===== config.mk =====
export PLATFORM = sky130hd
export DESIGN_NAME = button_conditioner_flat
export DESIGN_NICKNAME = d
export VERILOG_FILES = /design/src/rtl/button_conditioner_if.sv /design/src/rtl/button_conditioner.sv /design/src/flat_wrapper.sv
export SDC_FILE = /design/constraint.sdc
export NUM_CORES = 1
export LEC_CHECK = 0
export CAP_MARGIN = 20
export CORE_MARGIN = 2
export CORE_UTILIZATION = 38
export DETAILED_ROUTE_END_ITERATION = 6
export PLACE_DENSITY_LB_ADDON = 0.12
export SLEW_MARGIN = 20
export SYNTH_ARGS = -nofsm -noshare
export SYNTH_HDL_FRONTEND = slang
export SYNTH_SLANG_ARGS = --single-unit

===== constraint.sdc =====
create_clock -name clock -period 0.8 [get_ports clock]
set_input_delay 0.16 -clock clock [delete_from_list [all_inputs] [get_ports clock]]
set_output_delay 0.16 -clock clock [all_outputs]
set_load 0.01 [all_outputs]

===== src/rtl/button_conditioner_if.sv =====
// button_conditioner_if: raw button lines in, conditioned levels and event pulses out
interface button_conditioner_if #(
    parameter int WIDTH = 3
);
    logic [WIDTH-1:0] button_n;
    logic [WIDTH-1:0] held;
    logic [WIDTH-1:0] pressed;
    logic [WIDTH-1:0] released;
    logic [WIDTH-1:0] repeated;
    logic [WIDTH-1:0] action;

    modport master (
        output button_n,
        input  held, pressed, released, repeated, action
    );

    modport slave (
        input  button_n,
        output held, pressed, released, repeated, action
    );
endinterface


===== src/rtl/button_conditioner.sv =====
// button_conditioner: synchronise, debounce, edge-detect and auto-repeat active-low buttons
module button_conditioner #(
    parameter int               WIDTH          = 3,
    parameter int               DEBOUNCE_TICKS = 2,
    parameter int               HOLD_TICKS     = 50,
    parameter int               REPEAT_TICKS   = 10,
    parameter logic [WIDTH-1:0] REPEAT_MASK    = '0
) (
    input logic                 clock,
    input logic                 reset_n,
    button_conditioner_if.slave bus
);
    localparam int DEB_W  = $clog2(DEBOUNCE_TICKS < 2 ? 2 : DEBOUNCE_TICKS);
    localparam int HOLD_W = $clog2(HOLD_TICKS < 2 ? 2 : HOLD_TICKS);
    localparam int REP_W  = $clog2(REPEAT_TICKS < 2 ? 2 : REPEAT_TICKS);
    localparam int CNT_W  = HOLD_W > REP_W ? HOLD_W : REP_W;
    localparam logic [DEB_W-1:0] DEB_LAST  = DEB_W'(DEBOUNCE_TICKS - 1);
    localparam logic [CNT_W-1:0] HOLD_LAST = CNT_W'(HOLD_TICKS - 1);
    localparam logic [CNT_W-1:0] REP_LAST  = CNT_W'(REPEAT_TICKS - 1);

    typedef enum logic [1:0] {RELEASED, HOLD_WAIT, REPEATING} state_t;

    logic [WIDTH-1:0] s1_q, s1_d, s2_q, s2_d;
    logic [WIDTH-1:0] held_q, held_d, pressed_q, pressed_d, released_q, released_d;
    logic [WIDTH-1:0] repeated_q, repeated_d, action_q, action_d;
    logic [DEB_W-1:0] deb_q [WIDTH];
    logic [DEB_W-1:0] deb_d [WIDTH];
    logic [CNT_W-1:0] cnt_q [WIDTH];
    logic [CNT_W-1:0] cnt_d [WIDTH];
    state_t           state_q [WIDTH];
    state_t           state_d [WIDTH];

    // Per channel: debounce against the accepted level, then run the hold/repeat FSM;
    // a release always wins so no repeat can fire on the release edge.
    always_comb begin
        s1_d       = ~bus.button_n;
        s2_d       = s1_q;
        held_d     = held_q;
        pressed_d  = '0;
        released_d = '0;
        repeated_d = '0;
        deb_d      = deb_q;
        cnt_d      = cnt_q;
        state_d    = state_q;
        for (int i = 0; i < WIDTH; i++) begin
            if (s2_q[i] == held_q[i]) begin
                deb_d[i] = '0;
            end else if (deb_q[i] == DEB_LAST) begin
                deb_d[i]      = '0;
                held_d[i]     = s2_q[i];
                pressed_d[i]  = s2_q[i];
                released_d[i] = ~s2_q[i];
            end else begin
                deb_d[i] = deb_q[i] + 1'b1;
            end
            if (released_d[i]) begin
                state_d[i] = RELEASED;
                cnt_d[i]   = '0;
            end else if (pressed_d[i]) begin
                state_d[i] = HOLD_WAIT;
                cnt_d[i]   = '0;
            end else if (state_q[i] == HOLD_WAIT) begin
                if (cnt_q[i] != HOLD_LAST) begin
                    cnt_d[i] = cnt_q[i] + 1'b1;
                end else if (REPEAT_MASK[i]) begin
                    repeated_d[i] = 1'b1;
                    cnt_d[i]      = '0;
                    state_d[i]    = REPEATING;
                end
            end else if (state_q[i] == REPEATING) begin
                if (cnt_q[i] != REP_LAST) begin
                    cnt_d[i] = cnt_q[i] + 1'b1;
                end else begin
                    repeated_d[i] = 1'b1;
                    cnt_d[i]      = '0;
                end
            end
        end
        action_d = pressed_d | repeated_d;
    end

    // Register all state and outputs; synchronous active-low reset clears everything.
    always_ff @(posedge clock) begin
        if (!reset_n) begin
            s1_q       <= '0;
            s2_q       <= '0;
            held_q     <= '0;
            pressed_q  <= '0;
            released_q <= '0;
            repeated_q <= '0;
            action_q   <= '0;
            deb_q      <= '{default: '0};
            cnt_q      <= '{default: '0};
            state_q    <= '{default: RELEASED};
        end else begin
            s1_q       <= s1_d;
            s2_q       <= s2_d;
            held_q     <= held_d;
            pressed_q  <= pressed_d;
            released_q <= released_d;
            repeated_q <= repeated_d;
            action_q   <= action_d;
            deb_q      <= deb_d;
            cnt_q      <= cnt_d;
            state_q    <= state_d;
        end
    end

    assign bus.held     = held_q;
    assign bus.pressed  = pressed_q;
    assign bus.released = released_q;
    assign bus.repeated = repeated_q;
    assign bus.action   = action_q;
endmodule


===== src/flat_wrapper.sv =====
// flat-port wrapper written by rule: the top's interface ports become plain ports
module button_conditioner_flat 
#(
    parameter int               WIDTH          = 3,
    parameter int               DEBOUNCE_TICKS = 2,
    parameter int               HOLD_TICKS     = 50,
    parameter int               REPEAT_TICKS   = 10,
    parameter logic [WIDTH-1:0] REPEAT_MASK    = '0
)
  (clock, reset_n, bus_button_n, bus_held, bus_pressed, bus_released, bus_repeated, bus_action);
  button_conditioner_if #(.WIDTH(WIDTH)) bus_i ();
  input logic clock;
  input logic reset_n;
  input wire logic [$bits(bus_i.button_n)-1:0] bus_button_n;
  output wire logic [$bits(bus_i.held)-1:0] bus_held;
  output wire logic [$bits(bus_i.pressed)-1:0] bus_pressed;
  output wire logic [$bits(bus_i.released)-1:0] bus_released;
  output wire logic [$bits(bus_i.repeated)-1:0] bus_repeated;
  output wire logic [$bits(bus_i.action)-1:0] bus_action;
  assign bus_i.button_n = bus_button_n;
  assign bus_held = bus_i.held;
  assign bus_pressed = bus_i.pressed;
  assign bus_released = bus_i.released;
  assign bus_repeated = bus_i.repeated;
  assign bus_action = bus_i.action;
  button_conditioner #(.WIDTH(WIDTH), .DEBOUNCE_TICKS(DEBOUNCE_TICKS), .HOLD_TICKS(HOLD_TICKS), .REPEAT_TICKS(REPEAT_TICKS), .REPEAT_MASK(REPEAT_MASK)) u_core (.clock(clock), .reset_n(reset_n), .bus(bus_i));
endmodule

==> flow_summary_export.csv, run 1 <==
group,metric,value,unit
run_status,status,"finished, violations left",
run_status,violations,"setup timing",
worst_hold_path,min_from,"reset_n",
global_routing,track_usage,0.106,
setup_path,arrival,0.74,ns
clock_network,path_clk_slew,0.10,ns
logic_synthesis,yosysMostFrequentCell,"dfxtp_1",
clock_network,clkLatencyLatePin,0.28,ns
place,placed_cells,84,
logic_synthesis,synthTopCellsByCount,"dfxtp_1, buf_4, nor2b_1, nor3b_1",
logic_synthesis,avgSynthCellArea,11.8,sq um
global_routing,grt_pass1_vias,349,
logic_synthesis,yosysTopAreaCellShare,0.578,
die,fp.dieH,44.5,um
setup_path,worstPathCellList,"buf_6",
die,io_pins,20,
layout,syn2layout_area_growth,39.0,%
sta,final_hold_viol_count,0,
global_routing,antenna_found_initial,0,
drt,totalWireLength,848,um
logic_synthesis,synthTopCellsByArea,"dfxtp_1, buf_4, nor3b_1",
clock_network,cts_root_buffer,"clkbuf_4",
job,cap_violations,0,
die,fp.dieArea,0.00198,sq mm
logic_synthesis,yosysWarnings,0,
power,power,1.56,mW
global_routing,grt_max_degree,11,
power,peakVddDrop,1.07,mV
logic_synthesis,synth_area_leader_cell,"dfxtp_1",
setup_path,ff2ff_setup_slack,-0.01,ns
layout,fin_cells,88,
layout,fill_cells,133,
clock_network,cts_max_path_buffers,2,
clock_network,cts.sinks,18,
drt,via_count,396,
worst_hold_path,holdPathStages,2,
sta,finalClockSkew,0.000330,ns
sta,fmax,1110,MHz
clock_network,hold_buffers,0,
global_routing,grt-ovfl-total,0,
drt,wire_per_inst,9.64,um
layout,nNetsFinal,78,
setup_path,worstSetupEndpointType,"primary output",
setup_path,path_class,"reg2out",
drt,dr.pass1.iters,3,
setup_path,reg2reg_depth,3,
drt,drtIter0Drc,1,
setup_path,cpPeakStageDelay,0.34,ns
clock_network,cts_buffers,3,
layout,drive_gt1_frac,0.514,
sta,postLayoutSetupSlackWorst,-0.0992,ns
place,gp_congestion,0.652,
setup_path,crit_slowest_cell,"dfxtp_2",
logic_synthesis,synth-seq-cells,18,
die,die_w,44.5,um
setup_path,path_max_fanout,2,
setup_path,reg2reg_to,"u_core.deb_q[2]$_SDFF_PP0_",
logic_synthesis,synth_edf_count,0,
drt,drcViolationCount,0,
setup_path,r2r-start,"u_core.bus.held[0]$_SDFFE_PN0P_",
clock_network,cts_tree,"built",
sta,final.min_clock_period,0.899,ns
drt,postRouteAntennaNets,0,
power,leakagePower,0.339,nW
sta,slew_violations,0,
worst_hold_path,min_to,"u_core.bus.held[0]$_SDFFE_PN0P_",
logic_synthesis,synth_cell_types,10,
logic_synthesis,syn_inst,53,
clock_network,h-tree-depth,1,
setup_path,crit_buf_inv,1,
logic_synthesis,synthArstFlopShare,0,
layout,final_core_util,0.568,
sta,rsz0062_at_grt,"yes",
power,power.density,1810,mW/mm^2
layout,diodes,0,
sta,finalSetupViolCount,13,
logic_synthesis,synth_area,623,sq um
clock_network,post_cts_buffers,0,
place,port_buffers,16,
die,rows,14,
global_routing,grt_pass1_wl,1410,um
sta,finalCritPeriodShare,1.12,
setup_path,required,0.64,ns
setup_path,crit_path_start_kind,"flip-flop",
logic_synthesis,synth_top_flop_cell,"dfxtp_1",
logic_synthesis,seq_area_frac_synth,0.578,
drt,vias_per_cell,4.50,
setup_path,crit_family,"flip-flops",
die,start_util,0.409,
worst_hold_path,hp-class,"in2reg",
place,dp_hpwl,599,um
die,core,0.00152,sq mm
## flip-flops by register name (all words and copies together), names as in the netlist
signal	cells
u_core.s1_q	3
u_core.deb_q	3
u_core.bus.action	3
u_core.bus.released	3
u_core.bus.held	3
u_core.s2_q	3
## how the worst max path moves through the flow
stage / from / end / slack [ns] / cells past startpoint
floorplan: u_core.bus.held[2]$_SDFFE_PN0P_ / u_core.deb_q[0]$_SDFF_PP0_ / 0.07 / 2
global placement: reset_n / u_core.bus.action[1]$_SDFF_PP0_ / -0.35 / 3
detailed placement: reset_n / u_core.bus.action[0]$_SDFF_PP0_ / -0.40 / 3
CTS: u_core.bus.action[2]$_SDFF_PP0_ / bus_pressed[2] / -0.12 / 1
global route: u_core.bus.held[2]$_SDFFE_PN0P_ / bus_held[2] / -0.14 / 1
finish: u_core.bus.held[1]$_SDFFE_PN0P_ / bus_held[1] / -0.1 / 1
## cell type report
| cell class | count | area [sq um] | area share |
|---|---|---|---|
| multi-input combinational | 30 | 256 | 0.296 |
| timing repair buffer | 20 | 180 | 0.208 |
| tap | 16 | 20.0 | 0.0231 |
| clock buffer | 4 | 36.3 | 0.0419 |
| sequential | 18 | 373 | 0.431 |
## logic make-up (layout without fill, tap and decap cells)
kind of cell,count (synthesis),after routing,synth area share
xor gates and xnor gates,3,3,0.0422
buffers and inverters,7,24,0.0843
DFF,18,18,0.578
muxes,3,3,0.0482
other,1,3,0.00602
and+or+nand+nor,21,21,0.241
## power breakdown
part / internal (mW) / leakage (nW) / switching, mW / total (mW)
Combinational: 0.0539 / 0.167 / 0.0301 / 0.0840
Clock: 0.277 / 0.0210 / 0.268 / 0.545
Sequential: 0.918 / 0.151 / 0.0171 / 0.935
Total: 1.25 / 0.339 / 0.315 / 1.56
## metrics by stage
| stage | cell area (sq um) | TNS, ns | worst slack, ns | hold slack (ns) |
|---|---|---|---|---|
| floorplan | 631 | 0 | 0.0659 | 0.232 |
| global placement | 788 | -7.63 | -0.353 | 0.417 |
| detailed placement | 788 | -8.41 | -0.404 | 0.419 |
| CTS | 832 | -1.33 | -0.116 | 0.379 |
| global route | 866 | -1.67 | -0.143 | 0.388 |
| finish | 866 | -1.11 | -0.0992 | 0.380 |
## cell usage in the layout (no fill, tap or decap), types with 2 or more instances in the layout
master,count
nand2_1,3
buf_2,5
nor3b_1,5
mux2i_1,3
clkbuf_4,3
buf_4,2
dfxtp_2,10
nor2b_1,6
conb_1,3
xnor2_2,2
dfxtp_1,8
and2_1,3
buf_6,9
clkdlybuf4s50_1,3
nor3b_2,4
## layer usage
metal  part of all wire  GRT usage  up-vias
li1                   -          -      201
met1               0.46      0.114      180
met2               0.45      0.157       13
met3              0.066     0.0367        2
met4              0.021      0.109        0
met5                  0          0        -
## timing repair
action / in CTS / in global routing
pin swaps: 2 / 1
endpoints found under the hold margin: 0 / 0
endpoints found under the setup margin: 28 / 19
resized for setup: 65 / 8
No activity file was read; power rests on OpenSTA's default activity.
==> inputs of run 2 (changes only) <==
CAP_MARGIN = default   (was 20)
==> results of run 2 <==
Final layout, timing and power as in run 1 (identical DEF).
